==> src/rtl/m_trap_unit_if.sv <==
// CSR access bus and trap redirect handshake between the core and m_trap_unit.
interface m_trap_unit_if;
  logic        csr_en_i;
  logic        csr_we_i;
  logic [11:0] csr_addr_i;
  logic [31:0] csr_wdata_i;
  logic [31:0] csr_rdata_o;
  logic        csr_illegal_o;
  logic        trap_req_o;
  logic [31:0] trap_pc_o;
  logic        trap_ack_i;

  // Core / fetch side
  modport master (
    output csr_en_i, csr_we_i, csr_addr_i, csr_wdata_i, trap_ack_i,
    input  csr_rdata_o, csr_illegal_o, trap_req_o, trap_pc_o
  );

  // Trap unit side
  modport slave (
    input  csr_en_i, csr_we_i, csr_addr_i, csr_wdata_i, trap_ack_i,
    output csr_rdata_o, csr_illegal_o, trap_req_o, trap_pc_o
  );
endinterface

==> src/rtl/m_trap_unit.sv <==
// Machine-mode CSR responder and trap sequencer (M-only layout, MEI/MTI/MSI at 11/7/3).
module m_trap_unit #(
  parameter logic [31:0] MTVEC_RESET = 32'h0000_0000,
  parameter bit          VECTORED_EN = 1'b1
) (
  input  logic               clk,
  input  logic               rst_n,
  input  logic               irq_ext_i,
  input  logic               irq_timer_i,
  input  logic               irq_soft_i,
  input  logic               boundary_i,
  input  logic [31:0]        pc_i,
  input  logic               exc_valid_i,
  input  logic [4:0]         exc_code_i,
  input  logic               mret_i,
  m_trap_unit_if.slave       bus,
  output logic [31:0]        mret_pc_o
);

  localparam logic [11:0] CSR_MSTATUS = 12'h300;
  localparam logic [11:0] CSR_MIE     = 12'h304;
  localparam logic [11:0] CSR_MTVEC   = 12'h305;
  localparam logic [11:0] CSR_MEPC    = 12'h341;
  localparam logic [11:0] CSR_MCAUSE  = 12'h342;
  localparam logic [11:0] CSR_MIP     = 12'h344;

  localparam logic MTVEC_MODE_RST = VECTORED_EN & MTVEC_RESET[0];

  typedef enum logic {S_IDLE, S_REQ} state_t;

  state_t      state;
  logic        mstatus_mie, mstatus_mpie;
  logic        mie_mei, mie_mti, mie_msi;
  logic        mip_mei, mip_mti, mip_msi;
  logic [29:0] mtvec_base;
  logic        mtvec_mode;
  logic [31:0] mepc_q;
  logic        mcause_irq;
  logic [4:0]  mcause_code;

  logic        idle, pend_mei, pend_mti, pend_msi;
  logic        irq_take, exc_take, trap_take, mret_take;
  logic [4:0]  irq_code, trap_code;
  logic [31:0] vec_off, trap_target;
  logic [31:0] csr_rdata;
  logic        csr_mapped, csr_wr;

  assign idle      = (state == S_IDLE);
  assign pend_mei  = mip_mei & mie_mei;
  assign pend_mti  = mip_mti & mie_mti;
  assign pend_msi  = mip_msi & mie_msi;
  assign irq_take  = idle & boundary_i & mstatus_mie & (pend_mei | pend_mti | pend_msi);
  assign exc_take  = idle & exc_valid_i;
  assign trap_take = exc_take | irq_take;
  assign mret_take = idle & mret_i & ~trap_take;
  assign trap_code = exc_take ? exc_code_i : irq_code;

  // Interrupt priority MEI > MSI > MTI
  always_comb begin
    irq_code = 5'd0;
    if (pend_mei)      irq_code = 5'd11;
    else if (pend_msi) irq_code = 5'd3;
    else if (pend_mti) irq_code = 5'd7;
  end

  // Trap target: base, plus 4*code for interrupts in vectored mode
  always_comb begin
    vec_off     = (~exc_take & mtvec_mode) ? {25'b0, irq_code, 2'b00} : '0;
    trap_target = {mtvec_base, 2'b00} + vec_off;
  end

  // CSR read mux and address decode
  always_comb begin
    csr_rdata  = '0;
    csr_mapped = 1'b1;
    case (bus.csr_addr_i)
      CSR_MSTATUS: csr_rdata = {19'b0, 2'b11, 3'b0, mstatus_mpie, 3'b0, mstatus_mie, 3'b0};
      CSR_MIE:     csr_rdata = {20'b0, mie_mei, 3'b0, mie_mti, 3'b0, mie_msi, 3'b0};
      CSR_MTVEC:   csr_rdata = {mtvec_base, 1'b0, mtvec_mode};
      CSR_MEPC:    csr_rdata = mepc_q;
      CSR_MCAUSE:  csr_rdata = {mcause_irq, 26'b0, mcause_code};
      CSR_MIP:     csr_rdata = {20'b0, mip_mei, 3'b0, mip_mti, 3'b0, mip_msi, 3'b0};
      default:     csr_mapped = 1'b0;
    endcase
  end

  assign bus.csr_rdata_o   = csr_rdata;
  assign bus.csr_illegal_o = bus.csr_en_i &
                             (~csr_mapped | (bus.csr_we_i & (bus.csr_addr_i == CSR_MIP)));
  assign csr_wr            = bus.csr_en_i & bus.csr_we_i & csr_mapped &
                             (bus.csr_addr_i != CSR_MIP);
  assign mret_pc_o         = mepc_q;

  // mstatus: trap entry and mret override a same-cycle software write
  always_ff @(posedge clk or negedge rst_n) begin
    if (!rst_n) begin
      mstatus_mie  <= 1'b0;
      mstatus_mpie <= 1'b0;
    end else if (trap_take) begin
      mstatus_mpie <= mstatus_mie;
      mstatus_mie  <= 1'b0;
    end else if (mret_take) begin
      mstatus_mie  <= mstatus_mpie;
      mstatus_mpie <= 1'b1;
    end else if (csr_wr && bus.csr_addr_i == CSR_MSTATUS) begin
      mstatus_mie  <= bus.csr_wdata_i[3];
      mstatus_mpie <= bus.csr_wdata_i[7];
    end
  end

  // mie and mtvec: software writes only; mode is WARL (2/3 keep the old mode)
  always_ff @(posedge clk or negedge rst_n) begin
    if (!rst_n) begin
      mie_mei    <= 1'b0;
      mie_mti    <= 1'b0;
      mie_msi    <= 1'b0;
      mtvec_base <= MTVEC_RESET[31:2];
      mtvec_mode <= MTVEC_MODE_RST;
    end else if (csr_wr) begin
      if (bus.csr_addr_i == CSR_MIE) begin
        mie_mei <= bus.csr_wdata_i[11];
        mie_mti <= bus.csr_wdata_i[7];
        mie_msi <= bus.csr_wdata_i[3];
      end
      if (bus.csr_addr_i == CSR_MTVEC) begin
        mtvec_base <= bus.csr_wdata_i[31:2];
        if (!VECTORED_EN)
          mtvec_mode <= 1'b0;
        else if (!bus.csr_wdata_i[1])
          mtvec_mode <= bus.csr_wdata_i[0];
      end
    end
  end

  // mepc / mcause: trap entry overrides a same-cycle software write
  always_ff @(posedge clk or negedge rst_n) begin
    if (!rst_n) begin
      mepc_q      <= '0;
      mcause_irq  <= 1'b0;
      mcause_code <= '0;
    end else if (trap_take) begin
      mepc_q      <= pc_i & 32'hFFFF_FFFC;
      mcause_irq  <= ~exc_take;
      mcause_code <= trap_code;
    end else if (csr_wr) begin
      if (bus.csr_addr_i == CSR_MEPC)
        mepc_q <= bus.csr_wdata_i & 32'hFFFF_FFFC;
      if (bus.csr_addr_i == CSR_MCAUSE) begin
        mcause_irq  <= bus.csr_wdata_i[31];
        mcause_code <= bus.csr_wdata_i[4:0];
      end
    end
  end

  // mip: one-cycle registered copy of the interrupt lines
  always_ff @(posedge clk or negedge rst_n) begin
    if (!rst_n) begin
      mip_mei <= 1'b0;
      mip_mti <= 1'b0;
      mip_msi <= 1'b0;
    end else begin
      mip_mei <= irq_ext_i;
      mip_mti <= irq_timer_i;
      mip_msi <= irq_soft_i;
    end
  end

  // Redirect FSM with registered request and target
  always_ff @(posedge clk or negedge rst_n) begin
    if (!rst_n) begin
      state          <= S_IDLE;
      bus.trap_req_o <= 1'b0;
      bus.trap_pc_o  <= '0;
    end else begin
      case (state)
        S_IDLE: if (trap_take) begin
          state          <= S_REQ;
          bus.trap_req_o <= 1'b1;
          bus.trap_pc_o  <= trap_target;
        end
        S_REQ: if (bus.trap_ack_i) begin
          state          <= S_IDLE;
          bus.trap_req_o <= 1'b0;
        end
        default: state <= S_IDLE;
      endcase
    end
  end

endmodule

==> src/flat_wrapper.sv <==
// flat-port wrapper written by rule: the top's interface ports become plain ports
module m_trap_unit_flat 
#(
  parameter logic [31:0] MTVEC_RESET = 32'h0000_0000,
  parameter bit          VECTORED_EN = 1'b1
)
  (clk, rst_n, irq_ext_i, irq_timer_i, irq_soft_i, boundary_i, pc_i, exc_valid_i, exc_code_i, mret_i, mret_pc_o, bus_csr_en_i, bus_csr_we_i, bus_csr_addr_i, bus_csr_wdata_i, bus_trap_ack_i, bus_csr_rdata_o, bus_csr_illegal_o, bus_trap_req_o, bus_trap_pc_o);
  m_trap_unit_if bus_i ();
  input  logic clk;
  input  logic rst_n;
  input  logic irq_ext_i;
  input  logic irq_timer_i;
  input  logic irq_soft_i;
  input  logic boundary_i;
  input  logic [31:0] pc_i;
  input  logic exc_valid_i;
  input  logic [4:0] exc_code_i;
  input  logic mret_i;
  output logic [31:0] mret_pc_o;
  input wire logic [$bits(bus_i.csr_en_i)-1:0] bus_csr_en_i;
  input wire logic [$bits(bus_i.csr_we_i)-1:0] bus_csr_we_i;
  input wire logic [$bits(bus_i.csr_addr_i)-1:0] bus_csr_addr_i;
  input wire logic [$bits(bus_i.csr_wdata_i)-1:0] bus_csr_wdata_i;
  input wire logic [$bits(bus_i.trap_ack_i)-1:0] bus_trap_ack_i;
  output wire logic [$bits(bus_i.csr_rdata_o)-1:0] bus_csr_rdata_o;
  output wire logic [$bits(bus_i.csr_illegal_o)-1:0] bus_csr_illegal_o;
  output wire logic [$bits(bus_i.trap_req_o)-1:0] bus_trap_req_o;
  output wire logic [$bits(bus_i.trap_pc_o)-1:0] bus_trap_pc_o;
  assign bus_i.csr_en_i = bus_csr_en_i;
  assign bus_i.csr_we_i = bus_csr_we_i;
  assign bus_i.csr_addr_i = bus_csr_addr_i;
  assign bus_i.csr_wdata_i = bus_csr_wdata_i;
  assign bus_i.trap_ack_i = bus_trap_ack_i;
  assign bus_csr_rdata_o = bus_i.csr_rdata_o;
  assign bus_csr_illegal_o = bus_i.csr_illegal_o;
  assign bus_trap_req_o = bus_i.trap_req_o;
  assign bus_trap_pc_o = bus_i.trap_pc_o;
  m_trap_unit #(.MTVEC_RESET(MTVEC_RESET), .VECTORED_EN(VECTORED_EN)) u_core (.clk(clk), .rst_n(rst_n), .irq_ext_i(irq_ext_i), .irq_timer_i(irq_timer_i), .irq_soft_i(irq_soft_i), .boundary_i(boundary_i), .pc_i(pc_i), .exc_valid_i(exc_valid_i), .exc_code_i(exc_code_i), .mret_i(mret_i), .bus(bus_i), .mret_pc_o(mret_pc_o));
endmodule
==> config.mk <==
export PLATFORM = sky130hd
export DESIGN_NAME = m_trap_unit_flat
export DESIGN_NICKNAME = d
export VERILOG_FILES = /design/src/rtl/m_trap_unit_if.sv /design/src/rtl/m_trap_unit.sv /design/src/flat_wrapper.sv
export SDC_FILE = /design/constraint.sdc
export NUM_CORES = 1
export LEC_CHECK = 0
export CAP_MARGIN = 0
export CORE_MARGIN = 10
export CORE_UTILIZATION = 50
export DETAILED_ROUTE_END_ITERATION = 6
export GPL_TIMING_DRIVEN = 0
export HOLD_SLACK_MARGIN = 0.08
export PLACE_DENSITY = 0.84
export SLEW_MARGIN = 25
export SYNTH_ARGS = -nofsm -noshare
export SYNTH_HDL_FRONTEND = slang
export SYNTH_SLANG_ARGS = --single-unit
==> constraint.sdc <==
create_clock -name clk -period 4.4 [get_ports clk]
set_input_delay 0.44 -clock clk [delete_from_list [all_inputs] [get_ports clk]]
set_output_delay 0.44 -clock clk [all_outputs]
set_load 0.02 [all_outputs]
# Word level (Yosys, flattened, before mapping)
# Cells that the tools add are included.
[classes]
n_reduce_logical = 13
n_mul = 0
add_sub_neg = 1
n_eq_ne = 9
n_bitwise = 24
shifts = 0
n_lt_le_gt_ge = 0
mux = 28
div_mod_pow = 0
[ops]
columns = ["operator", "count"]
rows = [
  ["32-bit one-hot mux with 6 select lines", 1],
  ["32-bit two-way mux", 3],
  ["12-bit by 10-bit equality test with 1-bit output (second input constant)", 6],
  ["32-bit adder", 1],
  ["5-bit two-way mux", 4],
  ["1-bit bitwise AND", 15],
  ["1-bit two-way mux", 14],
  ["12-bit by 10-bit inequality test with 1-bit output (second input constant)", 1],
  ["2-bit AND reduction", 6],
  ["3-bit two-way mux", 2],
  ["6-bit two-way mux", 1],
  ["2-bit nonzero test", 3],
  ["6-bit OR reduction", 1],
  ["1-bit NOT", 5],
  ["4-bit two-way mux", 1],
  ["2-bit inequality test (second input constant)", 2],
  ["1-bit bitwise OR", 4],
  ["1-bit one-hot mux with 2 select lines", 2],
  ["3-bit AND reduction", 1],
  ["3-bit nonzero test", 1],
  ["1-bit logical AND", 1],
]
[totals]
latchBits = 0
input_bits = 92
mem_count = 0
mem_bits_rw = 0
mem_bits_ro = 0
register_bits = 111
output_inout_bits = 98

# Depth between registers and ports, before layout
[depth]
ltp_word = 9
depth_mapped = 11

# Worst setup path after synthesis
# No wires, ideal clock.
[synth_path]
path_type = "register to register"
start = "register u_core.mip_mei"
end = "register u_core.bus.trap_pc_o[22]"
slack_ps = 1487
arrival_time_ps = 2777
path_stages_with_launch = 11
synth_period_minus_slack_ps = 2913
n_path_buf = 1
cell_sequence = "dfrtp_1 > a222oi_1 > nor3_1 > xor2_1 > ha_1 > a21o_1 > a21oi_1 > buf_1 > a211oi_1 > xnor2_1 > a21oi_1"
[synth_via]
elab_chain_cells = 6
[synth_rtl]
columns = ["element", "line", "rtl"]
rows = [
  ["from (decl)", "m_trap_unit.sv:34", "logic mip_mei, mip_mti, mip_msi;"],
  ["from (signal assigned)", "m_trap_unit.sv:162", "mip_mei <= irq_ext_i;"],
  ["1-bit bitwise AND *", "m_trap_unit.sv:49", "assign pend_mei = mip_mei & mie_mei;"],
  ["branches (longest 5 deep; another with 32-bit adder)", "n/a", ""],
  ["to (signal assigned)", "m_trap_unit.sv:179", "bus.trap_pc_o <= trap_target;"],
  ["to (decl)", "m_trap_unit_if.sv:22", "output csr_rdata_o, csr_illegal_o, trap_req_o, trap_pc_o"],
]
# Mark *: on every way between the ends.
# A chain may end at the register's enable or synchronous reset.

# Worst setup path in the final report
[layout_path]
start = "input port bus_csr_addr_i[5]"
end = "output port bus_csr_rdata_o[10]"
[layout_via]
elab_chain_cells = 2
[layout_rtl]
columns = ["element", "line", "rtl"]
rows = [
  ["from (decl)", "flat_wrapper.sv:22", "input wire logic [$bits(bus_i.csr_addr_i)-1:0] bus_csr_addr_i;"],
  ["12-bit by 10-bit equality test with 1-bit output", "m_trap_unit.sv:76", "case (bus.csr_addr_i)"],
  ["32-bit one-hot mux with 6 select lines *", "m_trap_unit.sv:76", ""],
  ["to (decl)", "flat_wrapper.sv:25", "output wire logic [$bits(bus_i.csr_rdata_o)-1:0] bus_csr_rdata_o;"],
]
# Mark *: on every way between the ends. The rest lies on a longest branch, timed or not.

==> flow_summary.json <==
{
  "regArea_sq_mm": 0.002678,
  "dp_cells": 928,
  "routedWlPerCell_microns": 21.82,
  "antenna_left": 0,
  "rrSetupSlack_ns": 0.57,
  "grt_pass1_wl_microns": 32310,
  "multi_input_area_sq_mm": 0.002844,
  "track_usage": 0.2468,
  "fillers": 889,
  "min_path_type": "reg2reg",
  "yosys.area.top_type_share": 0.4679,
  "synthFlopType": "dfrtp_1",
  "setup_viol": 0,
  "ir_drop_mv": 0.2694,
  "die_x_microns": 127.0,
  "utilization": 0.7140,
  "cts_tree": "done",
  "pre_cts_ws_ns": 0.2385,
  "routed_wl_microns": 20620,
  "cp-startpoint": "bus_csr_addr_i[5]",
  "grt.overflow.total": 0,
  "whs_path_depth": 2,
  "fin_nets": 892,
  "stdcell_count": 945,
  "ys_warn_count": 0,
  "diodes": 0,
  "ctsRootBufferMaster": "clkbuf_16",
  "avgSynthCellArea_sq_um": 9.570,
  "arrival_ns": 3.68,
  "dr.pass1.iters": 5,
  "cts.htree.levels": 3,
  "num_vias": 5694,
  "end_kind": "primary output",
  "worst_pin_slew_ns": 1.040,
  "hold_path_end": "u_core.bus.trap_pc_o[8]",
  "yosys_register_bits": 107,
  "clk_latency_ns": 0.35,
  "post-synth-top-area-cell": "dfrtp_1",
  "max_freq_mhz": 242.8,
  "clk_pin_slew_ns": 0.07,
  "drc_errors": 0,
  "start_util": 0.5055,
  "fin_crit_sh": 0.9361,
  "required_ns": 3.96,
  "r2r_cells": 10,
  "fin_ws_ns": 0.2810,
  "numCtsBuffers": 9,
  "path_max_fanout": 10,
  "synthDistinctLibCells": 54,
  "dp_hpwl_microns": 15750,
  "min_from": "u_core.bus.trap_pc_o[8]",
  "async_flop_share": 1.000,
  "io_pins": 190,
  "gp_congestion": 0.9827,
  "synth_area_leaders": "dfrtp_1, nand2_1, mux2_2",
  "placed_cell_area_sq_mm": 0.007774,
  "p_leak_uw": 0.003305,
  "cp-start-kind": "primary input",
  "hold_viol": 0,
  "rsz0062_at_grt": "no",
  "num_rows": 39,
  "ys_seq_area_frac": 0.4679,
  "drive_above_1_share": 0.09352,
  "status": "completed",
  "drv_cap": 0,
  "slew_headroom": 0.3065,
  "rr_startpoint": "u_core.mip_mei",
  "drt-initial-drc-count": 533,
  "core_area_sq_mm": 0.01132,
  "cts_sinks": 107,
  "fin_area_sq_mm": 0.008083,
  "antenna_found_initial": 0,
  "path_class": "in2out",
  "min_period_ns": 4.119,
  "viasPerCell": 6.025,
  "p_per_area_mw_per_mm2": 444.6,
  "grt_max_degree": 66,
  "die_h_microns": 127.0,
  "grt_pass1_vias": 5977,
  "synth_cells": 598,
  "io_buffer_count": 183,
  "synth_edf_count": 0,
  "dieArea_sq_mm": 0.01613,
  "syn_area_sq_mm": 0.005723,
  "fin_skew_ns": 0.009526,
  "area_delta_synth_final_pct": 41.23,
  "clock_path_buffers": 2,
  "hold_slack_ns": 0.4802,
  "slew_violations": 0,
  "r2r-end": "u_core.bus.trap_pc_o[18]"
}
metal layers:
layer,global-route usage,part of all wire
met1,0.2833,0.38
met2,0.4320,0.51
met3,0.06203,0.087
met4,0.09578,0.031
met5,0,0
area by class of cell:
type / instances / share of cell area
plain buffers: 44 / 0.02523
flip-flops and latches: 107 / 0.3313
repair buffers: 185 / 0.2314
clock inverters: 6 / 0.006656
inverters: 4 / 0.001858
well taps: 143 / 0.02214
multi-input cells: 446 / 0.3519
clock buffers: 10 / 0.02957
where the power goes:
part           switching (uW)  internal [uW]  leakage (uW)
clock                     400            412      0.000142
sequential                194           1220       0.00136
combinational             773            598       0.00180
total                    1370           2230       0.00330
synthesized netlist by cell type (12+ instances only):
master    instances
xor2_1           13
a22o_1           24
a21oi_1          23
nor2_1           54
nand3_1          12
mux2_2           34
nand2_1         102
a31oi_1          34
o21ai_0          22
xnor2_1          15
nand4_1          15
clkbuf_1         22
dfrtp_1         107
logic make-up (layout without fill, tap and decap cells):
family | count (synthesis) | count (layout) | share of synthesized area
AND/OR/NAND/NOR | 233 | 233 | 0.1885
AO/OA/AOI/OAI | 138 | 138 | 0.1780
flip-flops | 107 | 107 | 0.4679
buffers and inverters | 48 | 249 | 0.03826
multiplexers | 39 | 39 | 0.07565
XOR/XNOR | 28 | 28 | 0.04285
adder cells (fa/ha/maj) | 4 | 4 | 0.008309
other | 1 | 4 | 0.0006553
stage by stage:
step	total power, uW	TNS [ns]
after floorplan	2058	0
after global placement	2731	-111.88
after detailed placement	2779	0
after CTS	3584	0
after global routing	3747	0
final	3593	0
how the worst max path moves through the flow:
stage	to	slack, ns	depth (start not counted)
after floorplan	u_core.bus.trap_pc_o[22]	1.49	10
after global placement	u_core.bus.trap_pc_o[18]	-1.05	1
after detailed placement	bus_csr_rdata_o[10]	0.24	8
after CTS	bus_csr_rdata_o[10]	0.22	8
after global routing	bus_csr_rdata_o[10]	0.16	8
final	bus_csr_rdata_o[10]	0.28	7
sequential cells by signal, indices dropped and copies added (netlist names):
signal	cells
u_core.mip_msi	1
u_core.mcause_code	5
u_core.bus.trap_req_o	1
u_core.mtvec_base	30
u_core.mret_pc_o	30
u_core.mip_mei	1
u_core.mstatus_mpie	1
u_core.mie_mei	1
u_core.mcause_irq	1
u_core.mie_mti	1
u_core.bus.trap_pc_o	30
u_core.state	1
u_core.mstatus_mie	1
u_core.mtvec_mode	1
u_core.mip_mti	1
u_core.mie_msi	1
placed cells by master, fill, tap and decap left out, types with 7 or more instances in the layout:
master	n
buf_2	7
nor3_1	9
nand2_1	102
and2_1	8
clkbuf_16	9
a31oi_1	34
dfrtp_1	107
nand3_1	12
nor2_1	54
nand4_1	15
mux2_2	34
clkbuf_1	22
xor2_1	13
a21oi_1	23
a22o_1	24
buf_1	9
xnor2_1	15
clkdlybuf4s50_1	182
o21ai_0	22
timing repair:
action	CTS	global route
gates resized for setup	0	1
buffers inserted	0	0
hold buffers	1	0
setup endpoints to repair	0	6
endpoints found under the hold margin	42	0
worst max-delay path: stages:
cell	delay, ns
clkdlybuf4s50_1	0.43
nor4_1	0.74
and4_1	0.37
buf_2	0.29
clkbuf_1	0.50
a22o_1	0.27
clkdlybuf4s50_1	0.63
No activity file was read; power rests on OpenSTA's default activity.
